[src/rtl/mdu_pkg.sv]
// Shared encodings and helpers for the iterative multiply/divide unit.
// Op decode is two bits: bit1 selects divide, bit0 selects signed.
package mdu_pkg;

  typedef enum logic [1:0] {
    OP_MULTU = 2'b00,
    OP_MULT  = 2'b01,
    OP_DIVU  = 2'b10,
    OP_DIV   = 2'b11
  } op_e;

  typedef enum logic [1:0] {
    IDLE = 2'b00,
    RUN  = 2'b01,
    FIX  = 2'b10
  } state_e;

  function automatic logic is_div(input op_e op);
    return op[1];
  endfunction

  function automatic logic is_signed(input op_e op);
    return op[0];
  endfunction

endpackage

[src/rtl/mult_div_unit_abs_neg.sv]
// Conditional two's complement, used for operand magnitudes
// and for restoring the sign of products, quotients and remainders.
module mult_div_unit_abs_neg #(
  parameter int N = 16
) (
  input  logic         neg_i,
  input  logic [N-1:0] val_i,
  output logic [N-1:0] val_o
);

  assign val_o = neg_i ? (~val_i + {{(N-1){1'b0}}, 1'b1}) : val_i;

endmodule

[src/rtl/mult_div_unit.sv]
// Iterative MULT/MULTU/DIV/DIVU unit with HI/LO result registers.
// Shift-add multiply and restoring divide on operand magnitudes.
module mult_div_unit
  import mdu_pkg::*;
#(
  parameter int WIDTH = 16,
  parameter int CNT_W = $clog2(WIDTH + 1)
) (
  input  logic             clk,
  input  logic             rst,
  input  logic             start,
  input  logic [1:0]       op,
  input  logic [WIDTH-1:0] operand_a,
  input  logic [WIDTH-1:0] operand_b,
  output logic             busy,
  output logic             done,
  output logic [WIDTH-1:0] hi,
  output logic [WIDTH-1:0] lo,
  output logic             div_by_zero,
  output logic             lo_zero
);

  localparam int W2 = 2 * WIDTH;

  state_e           state_q;
  op_e              op_q;
  logic             sa_q, sb_q;
  logic [WIDTH-1:0] b_q, a_raw_q;
  logic [W2-1:0]    acc_q;
  logic [CNT_W-1:0] cnt_q;
  logic [WIDTH-1:0] hi_q, lo_q;
  logic             busy_q, done_q, dbz_q;

  logic             sa_d, sb_d;
  logic [WIDTH-1:0] a_abs, b_abs;

  assign sa_d = is_signed(op_e'(op)) & operand_a[WIDTH-1];
  assign sb_d = is_signed(op_e'(op)) & operand_b[WIDTH-1];

  mult_div_unit_abs_neg #(.N(WIDTH)) u_abs_a (
    .neg_i(sa_d), .val_i(operand_a), .val_o(a_abs)
  );
  mult_div_unit_abs_neg #(.N(WIDTH)) u_abs_b (
    .neg_i(sb_d), .val_i(operand_b), .val_o(b_abs)
  );

  // Multiply: multiplier sits in the low half and shifts out LSB first.
  logic [WIDTH:0]  msum;
  logic [W2-1:0]   mul_d;
  assign msum  = {1'b0, acc_q[W2-1:WIDTH]}
               + (acc_q[0] ? {1'b0, b_q} : {(WIDTH+1){1'b0}});
  assign mul_d = {msum, acc_q[WIDTH-1:1]};

  // Divide: remainder in the high half, quotient bits shift in at the LSB.
  logic [WIDTH:0]  rsh, dif;
  logic [W2-1:0]   div_d;
  assign rsh   = {acc_q[W2-1:WIDTH], acc_q[WIDTH-1]};
  assign dif   = rsh - {1'b0, b_q};
  assign div_d = dif[WIDTH]
               ? {rsh[WIDTH-1:0], acc_q[WIDTH-2:0], 1'b0}
               : {dif[WIDTH-1:0], acc_q[WIDTH-2:0], 1'b1};

  logic [W2-1:0]    prod_s;
  logic [WIDTH-1:0] quo_s, rem_s;

  mult_div_unit_abs_neg #(.N(W2)) u_neg_p (
    .neg_i(sa_q ^ sb_q), .val_i(acc_q), .val_o(prod_s)
  );
  mult_div_unit_abs_neg #(.N(WIDTH)) u_neg_q (
    .neg_i(sa_q ^ sb_q), .val_i(acc_q[WIDTH-1:0]), .val_o(quo_s)
  );
  mult_div_unit_abs_neg #(.N(WIDTH)) u_neg_r (
    .neg_i(sa_q), .val_i(acc_q[W2-1:WIDTH]), .val_o(rem_s)
  );

  always_ff @(posedge clk) begin
    if (rst) begin
      state_q <= IDLE;
      op_q    <= OP_MULTU;
      sa_q    <= 1'b0;
      sb_q    <= 1'b0;
      b_q     <= '0;
      a_raw_q <= '0;
      acc_q   <= '0;
      cnt_q   <= '0;
      hi_q    <= '0;
      lo_q    <= '0;
      busy_q  <= 1'b0;
      done_q  <= 1'b0;
      dbz_q   <= 1'b0;
    end else begin
      done_q <= 1'b0;
      unique case (state_q)
        IDLE: begin
          if (start) begin
            op_q    <= op_e'(op);
            sa_q    <= sa_d;
            sb_q    <= sb_d;
            b_q     <= b_abs;
            a_raw_q <= operand_a;
            acc_q   <= {{WIDTH{1'b0}}, a_abs};
            cnt_q   <= '0;
            busy_q  <= 1'b1;
            state_q <= RUN;
          end
        end
        RUN: begin
          // One settle cycle after the last iteration keeps latency fixed.
          if (cnt_q == CNT_W'(WIDTH)) begin
            state_q <= FIX;
          end else begin
            acc_q <= is_div(op_q) ? div_d : mul_d;
            cnt_q <= cnt_q + CNT_W'(1);
          end
        end
        FIX: begin
          if (!is_div(op_q)) begin
            hi_q  <= prod_s[W2-1:WIDTH];
            lo_q  <= prod_s[WIDTH-1:0];
            dbz_q <= 1'b0;
          end else if (b_q == '0) begin
            hi_q  <= a_raw_q;
            lo_q  <= '1;
            dbz_q <= 1'b1;
          end else begin
            hi_q  <= rem_s;
            lo_q  <= quo_s;
            dbz_q <= 1'b0;
          end
          done_q  <= 1'b1;
          busy_q  <= 1'b0;
          state_q <= IDLE;
        end
        default: state_q <= IDLE;
      endcase
    end
  end

  assign busy        = busy_q;
  assign done        = done_q;
  assign hi          = hi_q;
  assign lo          = lo_q;
  assign div_by_zero = dbz_q;
  assign lo_zero     = (lo_q == '0);

endmodule

[config.mk]
export PLATFORM = sky130hd
export DESIGN_NAME = mult_div_unit
export DESIGN_NICKNAME = d
export VERILOG_FILES = /design/src/rtl/mdu_pkg.sv /design/src/rtl/mult_div_unit_abs_neg.sv /design/src/rtl/mult_div_unit.sv
export SDC_FILE = /design/constraint.sdc
export NUM_CORES = 1
export LEC_CHECK = 0
export BUFFER_PORTS_ARGS = -buffer_cell sky130_fd_sc_hd__buf_4
export CAP_MARGIN = 40
export CORE_MARGIN = 4
export CORE_UTILIZATION = 60
export CTS_BUF_LIST = sky130_fd_sc_hd__clkbuf_16
export CTS_CLUSTER_SIZE = 24
export DETAILED_ROUTE_END_ITERATION = 12
export PLACE_DENSITY_LB_ADDON = 0.15
export SYNTH_ARGS = -nofsm -noshare
export SYNTH_HDL_FRONTEND = slang
export SYNTH_HIERARCHICAL = 1
export SYNTH_SLANG_ARGS = --single-unit
[constraint.sdc]
create_clock -name clk -period 5.6 [get_ports clk]
set_input_delay 0.56 -clock clk [delete_from_list [all_inputs] [get_ports clk]]
set_output_delay 0.56 -clock clk [all_outputs]
set_load 0.005 [all_outputs]
==> metrics.md <==
| Metric | Value |
|---|---|
| Min-delay src | `op[1]` |
| Mean Syn Cell Area | `~7.7 um^2` |
| Ys Warns | `6` |
| Setup Skew | `~0.011 ns` |
| Chip width | `between 100 and 150 um` |
| Total die area | `roughly 16000 um^2` |
| End of the critical path | `acc_q[24]` |
| RSZ-0062 raised after global routing | `no` |
| Yosys top cell area share | `between 20% and 30%` |
| Remaining global-route overflow | `0` |
| Cell-internal power | `about 1.4 mW` |
| Max Fclk | `284 MHz` |
| Ys async rst share | `0%` |
| Switching power | `0.762 mW` |
| Clk Latency, worst-skew pair | `about 0.36 ns` |
| Slew Viols, Final | `0` |
| Largest net degree at the start of global routing | `64` |
| Final setup margin | `2.08 ns` |
| CP Max Fanout | `14` |
| Post-CTS Resized | `0` |
| Final-report hold violation count | `0` |
| Htree depth | `3` |
| CP bufs+invs | `2` |
| Input/output buffers | `72` |
| Crit end category | `flop` |
| Net Sw Frac | `35.7%` |
| Gpl congestion | `between 0.9 and 1` |
| Clock Tree Root | `clkbuf_16` |
| Routed WL per cell | `around 17 um` |
| Most common cell in the netlist | `nand2_1` |
| Mapped Area | `8490 um^2` |
| Clock transition at the registers of the reported paths | `around 0.080 ns` |
| Clk pwr share | `between 20 and 30%` |
| Maximum vdd drop | `roughly 0.15 mV` |
| Critical path's slowest cell | `dfxtp_1` |
| Via count | `between 8000 and 9000` |
| Vias in the first global route | `between 7000 and 8000` |
| Post CTS Setup Buffer Count | `0` |
| Rows | `43` |
| Core ar. | `between 10000 and 15000 um^2` |
| Share of cells above drive strength 1 | `roughly an eighth` |
| Critical path launch point type | `flop` |
| Final min period | `around 3.5 ns` |
| # IOs | `73` |
| Final net count | `1220` |
| Hpwl dp | `around 17000 um` |
| Post-route ant nets | `0` |
| Worst path cell trace | `inv_1 -> ha_1 -> fa_1 -> nor2b_4 -> o31a_1 -> o2111ai_2 -> a31oi_1 -> a221oi_2 -> xnor2_2 -> buf_4 -> mux2i_1 -> o21ai_1` |
| Final Util | `just under 70%` |
| CTS tree | `built` |
| Yosys cell types | `65` |
| First-pass detailed-route iteration total | `6` |
| DRC viols | `0` |
| Sequential share of power | `around two fifths` |
| Status | `complete, no violations` |
| Worst Setup SP | `acc_q[15]` |
| Cell area power density | `between 200 and 250 nW/um^2` |
| Main synth FF type | `dfxtp_1` |
| Relative slew slack | `roughly two fifths` |
| Initial antenna violation count | `1` |
| Critical path depth | `12` |
| CTS buffer count | `9` |
| CP peak stage delay | `between 0.5 and 0.6 ns` |
| R2R depth | `12` |
| Number of max-cap violations | `0` |
| Vias per inst | `a little over 6` |
| Synth-to-Final Area Change | `10.9%` |
| Critical Path RT | `5.85 ns` |
| Number of synthesized flops with an enable pin | `0` |
| Area contributors post-synth | `dfxtp_1 (26%), nand2_1 (9.1%), xnor2_1 (8.2%)` |
| Routed wire length | `about 23000 um` |
| Starting Density | `between 60% and 70%` |
| Final std cells w/o fill | `1328` |
| Setup TNS | `0 ns` |
| CP top delay family | `compound AO/OA/AOI/OAI gates` |
| Yosys reg bits | `between 100 and 150` |
| Final setup fails | `0` |
| CP Class | `reg -> reg` |
| Global-route wire length before repair | `approximately 38000 um` |
| Final Cycle Share | `62.8%` |
| Total GRT Usage | `28.5%` |
| R2r endpoint | `acc_q[24]` |
| Cell taking the most area after synthesis | `dfxtp_1` |
| Worst hold path type | `in -> reg` |
| Worst Path Arrival | `around 3.8 ns` |
| Synth cell count leaders | `nand2_1 (205), dfxtp_1 (109), xnor2_1 (79), o21ai_0 (73), a21oi_1 (72)` |
| Start of the worst register-to-register path | `acc_q[15]` |
| DIE HEIGHT | `~130 um` |
| Pleak | `between 3 and 4 nW` |
| CTS Hold Buffers Added | `0` |
| Syn nets | `roughly 1200` |
| Worst Max-Slew Pin Slew | `slightly above 0.9 ns` |
| Initial DRC count | `between 900 and 1000` |
| Flop-to-flop setup slack | `roughly 2.1 ns` |
| Maximum clock path buffer count | `2` |
| Clock sink count | `between 100 and 150` |
| Logic pwr share | `just under 30%` |
| Fin Hold WS | `0.429 ns` |
| Post-placement cell count | `~1300` |
| Dpl ws | `between 2 and 2.5 ns` |
| Register area share after synthesis | `25.7%` |
| Cell count after synthesis | `1109` |
==> routing by layer <==
layer,share of wire (%),wire [um],GRT usage [%]
met1,46,10600,41.8
met3,8.8,2040,4.80
met4,1.9,446,10.2
met2,44,10100,42.0
met5,0,0,0
==> flip-flops by register name, indices dropped and copies added, names as in the netlist <==
name         count
busy             1
sa_q             1
done             1
op_q             1
b_q             16
cnt_q            5
lo              16
state_q          2
div_by_zero      1
acc_q           32
sb_q             1
hi              16
a_raw_q         16
==> cells by family after synthesis <==
kind of cell	after synthesis	synth area share, %
and+or+nand+nor	405	23.9
xor gates and xnor gates	109	11.2
AOI/OAI and AO/OA	314	24.6
muxes	28	3.30
DFF	109	25.7
buffers and inverters	103	4.95
adders and majority gates	41	6.22
==> power by group through the flow <==
stage          clock (mW)  sequential (mW)  combinational [mW]
2_1_floorplan           0            0.871               0.477
3_3_place_gp            0            0.902               0.595
3_5_place_dp            0            0.904               0.606
4_1_cts             0.627            0.885               0.610
5_1_grt             0.656            0.894               0.680
6_report            0.624            0.888               0.619
==> worst min-delay path, delay by kind of cell <==
family / cells / cell delay [ns]
compound gates: 1 / 0.05
buf+inv: 1 / 0.11
simple gates: 1 / 0.04
==> cells in the final DEF, fill, tap and decap left out, drive strengths merged, types with 8 or more instances in the layout <==
cell type	instances
nand2	205
dfxtp	109
o21ai	86
buf	85
xnor2	79
a21oi	72
nor2	49
inv	43
ha	39
o31ai	32
xor2	30
mux2i	28
a31oi	23
and2	18
nor3b	17
o41ai	17
a22o	16
nor4	16
nor3	13
or3	13
o211ai	12
or4	12
nor2b	11
a22oi	10
or2	10
nand4	9
clkbuf	9
o21a	8
o31a	8
==> worst min-delay path by stage <==
stage	slack (ns)	to	cells past startpoint
2_1_floorplan	0.44	a_raw_q[0]	2
3_3_place_gp	0.44	a_raw_q[0]	2
3_5_place_dp	0.45	a_raw_q[0]	2
4_1_cts	0.43	op_q[1]	3
5_1_grt	0.45	op_q[1]	3
6_report	0.43	op_q[1]	3
==> per-stage QoR <==
| stage | power [mW] | instance area [um^2] |
|---|---|---|
| 2_1_floorplan | 1.35 | 8490 |
| 3_3_place_gp | 1.50 | 9090 |
| 3_5_place_dp | 1.51 | 9140 |
| 4_1_cts | 2.12 | 9410 |
| 5_1_grt | 2.23 | 9410 |
| 6_report | 2.13 | 9410 |
==> final cells by class <==
cell class              instances  area (um^2)
inverters                      40          150
fillers                      1260         4470
diodes                          1         2.50
multi-input cells             897         5920
clock inverters                 7         48.8
clock buffers                   9          225
flip-flops and latches        109         2180
repair buffers                 85          657
well taps                     180          225
Power figures use the tool's default switching activity.
